--- src/rtl/calc_core_if.sv ---
// Operand/result bundle between the calculator front end and calc_core.
// The master drives requests and operands; the slave returns result and status.
`timescale 1ns/1ps
interface calc_core_if;
  logic        pwr;
  logic        start;
  logic [1:0]  op;
  logic [7:0]  a;
  logic        SSA;
  logic [7:0]  b;
  logic        SSB;
  logic [15:0] S;
  logic        SR;
  logic [2:0]  Sestado;
  logic        busy;
  logic        done;

  modport master (
    output pwr, start, op, a, SSA, b, SSB,
    input  S, SR, Sestado, busy, done
  );

  modport slave (
    input  pwr, start, op, a, SSA, b, SSB,
    output S, SR, Sestado, busy, done
  );
endinterface

--- src/rtl/calc_core.sv ---
// Calculator arithmetic/mode controller: power sequencing, signed-magnitude
// add/subtract and a shift-add multiplier, with LCD-ready registered outputs.
`timescale 1ns/1ps
module calc_core #(
  parameter int MUL_STEPS = 8
) (
  input logic         clk,
  input logic         rst,
  calc_core_if.slave  bus
);

  localparam int STEP_W = (MUL_STEPS > 1) ? $clog2(MUL_STEPS) : 1;
  localparam logic [1:0] OP_ADD = 2'b00;
  localparam logic [1:0] OP_MUL = 2'b01;
  localparam logic [1:0] OP_SUB = 2'b10;
  localparam logic [1:0] OP_INV = 2'b11;

  typedef enum logic [1:0] {
    ST_OFF    = 2'd0,
    ST_IDLE   = 2'd1,
    ST_CALC   = 2'd2,
    ST_RESULT = 2'd3
  } state_e;

  state_e              state_q, state_d;
  logic                pwr_q, start_q;
  logic [7:0]          a_q, b_q;
  logic                ssa_q, ssb_q;
  logic [1:0]          op_q;
  logic [15:0]         mcand_q, mcand_d;
  logic [7:0]          mplr_q, mplr_d;
  logic [15:0]         acc_q, acc_d;
  logic [STEP_W-1:0]   step_q, step_d;
  logic [15:0]         s_q, s_d;
  logic                sr_q, sr_d;
  logic [2:0]          sestado_q, sestado_d;
  logic                busy_q, done_q;

  logic                pwr_edge, start_edge, latch_en, commit;
  logic                ssb_eff;
  logic [8:0]          as_mag;
  logic                as_sign;
  logic [15:0]         mul_sum, res_mag;
  logic                mul_last, res_sign;

  assign pwr_edge   = bus.pwr & ~pwr_q;
  assign start_edge = bus.start & ~start_q;
  assign latch_en   = (state_d == ST_CALC) && (state_q != ST_CALC);
  assign commit     = (state_q == ST_CALC) && (state_d == ST_RESULT);
  assign mul_sum    = acc_q + (mplr_q[0] ? mcand_q : 16'd0);
  assign mul_last   = (step_q == STEP_W'(MUL_STEPS - 1));

  // Signed-magnitude add/sub on latched operands; subtract flips B's sign.
  always_comb begin
    ssb_eff = (op_q == OP_SUB) ? ~ssb_q : ssb_q;
    as_mag  = 9'd0;
    as_sign = 1'b0;
    if (ssa_q == ssb_eff) begin
      as_mag  = {1'b0, a_q} + {1'b0, b_q};
      as_sign = ssa_q;
    end else if (a_q >= b_q) begin
      as_mag  = {1'b0, a_q - b_q};
      as_sign = ssa_q;
    end else begin
      as_mag  = {1'b0, b_q - a_q};
      as_sign = ssb_eff;
    end
  end

  // Final result selection; a zero magnitude is always reported as positive.
  always_comb begin
    res_mag  = 16'd0;
    res_sign = 1'b0;
    if (op_q == OP_MUL) begin
      res_mag  = mul_sum;
      res_sign = ssa_q ^ ssb_q;
    end else begin
      res_mag  = {7'd0, as_mag};
      res_sign = as_sign;
    end
    if (res_mag == 16'd0) begin
      res_sign = 1'b0;
    end else begin
      res_sign = res_sign;
    end
  end

  // Next-state logic; a power edge always wins over a start edge.
  always_comb begin
    state_d = state_q;
    case (state_q)
      ST_OFF: begin
        if (pwr_edge) state_d = ST_IDLE;
        else          state_d = ST_OFF;
      end
      ST_IDLE, ST_RESULT: begin
        if (pwr_edge)                            state_d = ST_OFF;
        else if (start_edge && bus.op != OP_INV) state_d = ST_CALC;
        else                                     state_d = state_q;
      end
      ST_CALC: begin
        if (pwr_edge)                          state_d = ST_OFF;
        else if (op_q != OP_MUL || mul_last)   state_d = ST_RESULT;
        else                                   state_d = ST_CALC;
      end
      default: state_d = ST_OFF;
    endcase
  end

  // Multiplier engine: shift multiplicand left and multiplier right each step.
  always_comb begin
    mcand_d = mcand_q;
    mplr_d  = mplr_q;
    acc_d   = acc_q;
    step_d  = step_q;
    if (latch_en) begin
      mcand_d = {8'd0, bus.a};
      mplr_d  = bus.b;
      acc_d   = 16'd0;
      step_d  = {STEP_W{1'b0}};
    end else if (state_q == ST_CALC) begin
      mcand_d = mcand_q << 1;
      mplr_d  = mplr_q >> 1;
      acc_d   = mul_sum;
      step_d  = step_q + STEP_W'(1);
    end else begin
      mcand_d = mcand_q;
    end
  end

  // Output next values, derived from the state being entered.
  always_comb begin
    s_d       = s_q;
    sr_d      = sr_q;
    sestado_d = 3'd0;
    if (state_d == ST_OFF || state_q == ST_OFF) begin
      s_d  = 16'd0;
      sr_d = 1'b0;
    end else if (commit) begin
      s_d  = res_mag;
      sr_d = res_sign;
    end else begin
      s_d  = s_q;
    end
    case (state_d)
      ST_OFF:  sestado_d = 3'd0;
      ST_IDLE: sestado_d = 3'd1;
      ST_CALC: sestado_d = 3'd1;
      ST_RESULT: begin
        case (op_q)
          OP_ADD:  sestado_d = 3'd2;
          OP_MUL:  sestado_d = 3'd3;
          OP_SUB:  sestado_d = 3'd4;
          default: sestado_d = 3'd1;
        endcase
      end
      default: sestado_d = 3'd0;
    endcase
  end

  // All state and registered outputs; reset overrides every other event.
  always_ff @(posedge clk) begin
    if (rst) begin
      state_q   <= ST_OFF;
      pwr_q     <= 1'b0;
      start_q   <= 1'b0;
      a_q       <= 8'd0;
      b_q       <= 8'd0;
      ssa_q     <= 1'b0;
      ssb_q     <= 1'b0;
      op_q      <= 2'b00;
      mcand_q   <= 16'd0;
      mplr_q    <= 8'd0;
      acc_q     <= 16'd0;
      step_q    <= {STEP_W{1'b0}};
      s_q       <= 16'd0;
      sr_q      <= 1'b0;
      sestado_q <= 3'd0;
      busy_q    <= 1'b0;
      done_q    <= 1'b0;
    end else begin
      state_q   <= state_d;
      pwr_q     <= bus.pwr;
      start_q   <= bus.start;
      if (latch_en) begin
        a_q   <= bus.a;
        b_q   <= bus.b;
        ssa_q <= bus.SSA;
        ssb_q <= bus.SSB;
        op_q  <= bus.op;
      end
      mcand_q   <= mcand_d;
      mplr_q    <= mplr_d;
      acc_q     <= acc_d;
      step_q    <= step_d;
      s_q       <= s_d;
      sr_q      <= sr_d;
      sestado_q <= sestado_d;
      busy_q    <= (state_d == ST_CALC);
      done_q    <= commit;
    end
  end

  assign bus.S       = s_q;
  assign bus.SR      = sr_q;
  assign bus.Sestado = sestado_q;
  assign bus.busy    = busy_q;
  assign bus.done    = done_q;

endmodule

--- src/flat_wrapper.sv ---
// flat-port wrapper written by rule: the top's interface ports become plain ports
module calc_core_flat 
#(
  parameter int MUL_STEPS = 8
)
  (clk, rst, bus_pwr, bus_start, bus_op, bus_a, bus_SSA, bus_b, bus_SSB, bus_S, bus_SR, bus_Sestado, bus_busy, bus_done);
  calc_core_if bus_i ();
  input logic clk;
  input logic rst;
  input wire logic [$bits(bus_i.pwr)-1:0] bus_pwr;
  input wire logic [$bits(bus_i.start)-1:0] bus_start;
  input wire logic [$bits(bus_i.op)-1:0] bus_op;
  input wire logic [$bits(bus_i.a)-1:0] bus_a;
  input wire logic [$bits(bus_i.SSA)-1:0] bus_SSA;
  input wire logic [$bits(bus_i.b)-1:0] bus_b;
  input wire logic [$bits(bus_i.SSB)-1:0] bus_SSB;
  output wire logic [$bits(bus_i.S)-1:0] bus_S;
  output wire logic [$bits(bus_i.SR)-1:0] bus_SR;
  output wire logic [$bits(bus_i.Sestado)-1:0] bus_Sestado;
  output wire logic [$bits(bus_i.busy)-1:0] bus_busy;
  output wire logic [$bits(bus_i.done)-1:0] bus_done;
  assign bus_i.pwr = bus_pwr;
  assign bus_i.start = bus_start;
  assign bus_i.op = bus_op;
  assign bus_i.a = bus_a;
  assign bus_i.SSA = bus_SSA;
  assign bus_i.b = bus_b;
  assign bus_i.SSB = bus_SSB;
  assign bus_S = bus_i.S;
  assign bus_SR = bus_i.SR;
  assign bus_Sestado = bus_i.Sestado;
  assign bus_busy = bus_i.busy;
  assign bus_done = bus_i.done;
  calc_core #(.MUL_STEPS(MUL_STEPS)) u_core (.clk(clk), .rst(rst), .bus(bus_i));
endmodule
--- config.mk ---
export PLATFORM = sky130hd
export DESIGN_NAME = calc_core_flat
export DESIGN_NICKNAME = d
export VERILOG_FILES = /design/src/rtl/calc_core_if.sv /design/src/rtl/calc_core.sv /design/src/flat_wrapper.sv
export SDC_FILE = /design/constraint.sdc
export NUM_CORES = 1
export LEC_CHECK = 0
export BUFFER_PORTS_ARGS = -buffer_cell sky130_fd_sc_hd__buf_2
export CELL_PAD_IN_SITES_DETAIL_PLACEMENT = 1
export CELL_PAD_IN_SITES_GLOBAL_PLACEMENT = 1
export CORE_MARGIN = 2
export CORE_UTILIZATION = 35
export CTS_CLUSTER_DIAMETER = 60
export DETAILED_ROUTE_END_ITERATION = 8
export PLACE_DENSITY_LB_ADDON = 0.1
export REMOVE_ABC_BUFFERS = 1
export SYNTH_ARGS = -nofsm -noshare
export SYNTH_HDL_FRONTEND = slang
export SYNTH_SLANG_ARGS = --single-unit
--- constraint.sdc ---
create_clock -name clk -period 2.9 [get_ports clk]
set_input_delay 0.145 -clock clk [delete_from_list [all_inputs] [get_ports clk]]
set_output_delay 0.145 -clock clk [all_outputs]
set_load 0.005 [all_outputs]
==> reports/qor.csv <==
metric;value;unit
outcome;finished with violations;
failing checks;setup timing;
slew margin rel.;60.0;%
vias in the first global route;5276;
Fillers;1826;
max_cap viols;0;
Final min period;2.91;ns
Routed WL;17100;µm
num rows;45;
drt wl/cell;17.7;µm
Critical Path Fanout Max;4;
Core Box Area;15100;µm²
combinational power share;14.4;%
Switch Pwr;0.000767;W
count of final setup violators;2;
Netlist cell types;57;
via/cell ratio;5.28;
Synth async-reset ratio;0;%
Seq/Total Area, Yosys;33.1;%
Max Freq;344;MHz
Fin. Hold Viols;0;
register-to-register setup slack;-0.01;ns
hold-fix buffers at CTS;0;
drt first pass iters;4;
grt met3 use;3.30;%
Sw Ratio;27.7;%
Die X;128;µm
hpwl dp;13200;µm
Area Overhead vs Synth;25.6;%
Clk Tree Root Cell;clkbuf_16;
cell count after synthesis;675;
Nets;848;
busiest grt layer;met2;
largest net degree at the start of global routing;46;
first-pass GRT wire length;27900;µm
I/O pin total;46;
met1 Resource Use GR;31.6;%
GRT Util Overall;21.9;%
Critical Path RT;3.18;ns
reg2reg end;u_core.acc_q[8]$_SDFFE_PP0P_;
Hold Worst Slack;0.0317;ns
Seq pwr share;45.6;%
die height;128;µm
clk_lat worst skew;0.35;ns
average cell area after synthesis;7.97;µm²
M2 GR Usage;34.3;%
initial antenna violation count;0;
Worst Slack Setup Final;-0.00994;ns
Die ar.;16400;µm²
DR iter-0 viols;202;
reg2reg start;u_core.mplr_q[0]$_SDFFE_PP0P_;
Reg2Reg Depth;15;
Worst EP arrival;3.19;ns
mapped cell area;5380;µm²
maximum vdd drop;0.270;mV
Post-DP Area;6260;µm²
Final Max Slew Viols;0;
H-tree levels;3;
Power, Total;0.00277;W
Syn. warnings;0;
internal power;0.00200;W
Post-synth top flop;dfxtp_1;
Clock Path Buffers;2;
Num Clock Sinks;89;
clock slew at reported path FFs;0.07;ns
kind of critical path;register to register;
area of the multi-input gates;3520;µm²
clock skew;0.00933;ns
leakage;2.82;nW
number of synthesized flops with an enable pin;0;
Setup crit start;u_core.mplr_q[0]$_SDFFE_PP0P_;
via count;5113;
Power Density;410;nW/µm²
layout cell share with drive strength beyond 1;23.7;%
final core occ;44.8;%
period utilization;100;%
DRC Markers;0;
final instance area;6760;µm²
Setup crit start kind;register;
critical path endpoint;u_core.acc_q[8]$_SDFFE_PP0P_;
FF+latch area;1780;µm²
clock power share;40.0;%
CTS tree;done;
CTS buffer count;9;
Hold Crit Class;input port to register;
routability congestion estimate;0.911;
Seq cells post-synth;89;
port bufs;45;
unrepaired setup endpoints after global routing;true;
Tightest Pin Transition;0.598;ns
Critical Path End Type;register;
antenna cells;0;
GR Overflow Total;0;
initial core utilization;35.7;%
DRT antenna net count;0;
==> cell usage after synthesis (6+ instances only) <==
library cell    n  area (µm²)
a211oi_1       25         188
a21o_1          8        60.1
a21oi_1        78         390
a31oi_1         6        37.5
and2_1         17         106
clkbuf_1       28         105
dfxtp_1        89        1780
ha_1           44         551
inv_1          29         109
mux2i_1        17         170
nand2_1       108         405
nor2_1         68         255
nor2b_1         9        56.3
nor3_1         14        70.1
o211ai_1        9        67.6
o21ai_0        11        55.1
xnor2_1        22         193
xor2_1          6        52.6
==> cell type report <==
type,instances,share of cell area (%)
multi-input cells,520,52.1
flip-flops and latches,89,26.4
repair buffers,126,12.3
well taps,188,3.48
clock buffers,10,3.39
inverters,30,1.67
clock inverters,6,0.648
==> cell usage in the layout (no fill, tap or decap), types with 5 or more instances in the layout <==
master	Yosys	final
nand2_1	108	107
dfxtp_1	89	87
buf_4	0	81
a21oi_1	78	74
nor2_1	68	66
buf_2	3	45
ha_1	44	43
inv_1	29	29
a211oi_1	25	24
xnor2_1	22	18
mux2i_1	17	17
and2_1	17	16
nor3_1	14	13
o21ai_0	11	9
o211ai_1	9	9
clkbuf_16	0	9
nor2b_1	9	8
a21o_1	8	8
xor2_1	6	6
a31oi_1	6	6
o21a_1	5	5
xnor2_2	1	5
nand4_1	5	5
a21oi_2	1	5
==> worst min-delay path by stage <==
stage,from,endpoint,slack [ns],cells after the start
2_1_floorplan,rst,u_core.a_q[0]$_SDFFE_PP0P_,0.21,1
3_3_place_gp,bus_start,u_core.start_q$_SDFF_PP0_,0.37,2
3_5_place_dp,bus_pwr,u_core.pwr_q$_SDFF_PP0_,0.38,2
4_1_cts,bus_SSB,u_core.ssb_q$_SDFFE_PP0P_,0.02,3
5_1_grt,bus_pwr,u_core.pwr_q$_SDFF_PP0_,0.04,2
6_report,bus_pwr,u_core.pwr_q$_SDFF_PP0_,0.03,2
==> kinds of logic after synthesis <==
kind of cell	Yosys count	share of synthesized area (%)
AO/OA/AOI/OAI	187	22.6
adder cells (fa/ha/maj)	48	11.7
XOR/XNOR	29	4.86
AND/OR/NAND/NOR	237	19.1
multiplexers	19	3.58
buffers and inverters	66	4.95
flip-flops	89	33.1
==> state kept, by name (all words and copies together), names as in the netlist, 2 cells and up <==
name,cells
u_core.acc_q,16
u_core.step_q,3
u_core.a_q,8
u_core.op_q,2
u_core.b_q,8
u_core.bus.S,16
u_core.bus.Sestado,3
u_core.state_q,2
u_core.mcand_q,16
u_core.mplr_q,8
==> through the flow <==
stage                     instances  setup TNS, ns  setup WS (ns)
final                           969        -0.0191       -0.00994
after global routing            969         -0.746         -0.145
after CTS                       967        -0.0351        -0.0186
after detailed placement        948          -1.79         -0.391
after global placement          948          -1.29         -0.320
after floorplan                 639         -11.55         -0.407
==> power by group through the flow <==
stage                     clock network (W)  logic (W)  registers (W)
final                               0.00111   0.000400        0.00126
after global routing                0.00119   0.000440        0.00127
after CTS                           0.00115   0.000394        0.00126
after detailed placement                  0   0.000385        0.00129
after global placement                    0   0.000378        0.00129
after floorplan                           0   0.000213        0.00129
==> timing repair <==
| item | in CTS | in global routing |
|---|---|---|
| setup buffers | 3 | 2 |
| endpoints found under the setup margin | 7 | 9 |
| resized for setup | 18 | 22 |
| pin swaps | 13 | 16 |
==> per-layer routing <==
layer  share of wire, %  up-vias
li1                   -     2553
met1                 51     2477
met2                 45       72
met3                3.0       11
met4                1.1        0
met5                  0        -
==> worst max-delay path: stages (launching register included) <==
cell       delay [ns]
dfxtp_2          0.34
and2_4           0.14
ha_4             0.16
fa_2             0.36
a211oi_2         0.28
o21bai_1         0.16
a2111oi_2        0.39
nor3_1           0.12
xnor2_1          0.15
buf_4            0.14
buf_4            0.12
buf_4            0.12
buf_4            0.12
nor2_1           0.12
a21oi_1          0.06
nor2_1           0.09
Note: power is estimated with default switching activity, not from simulation.
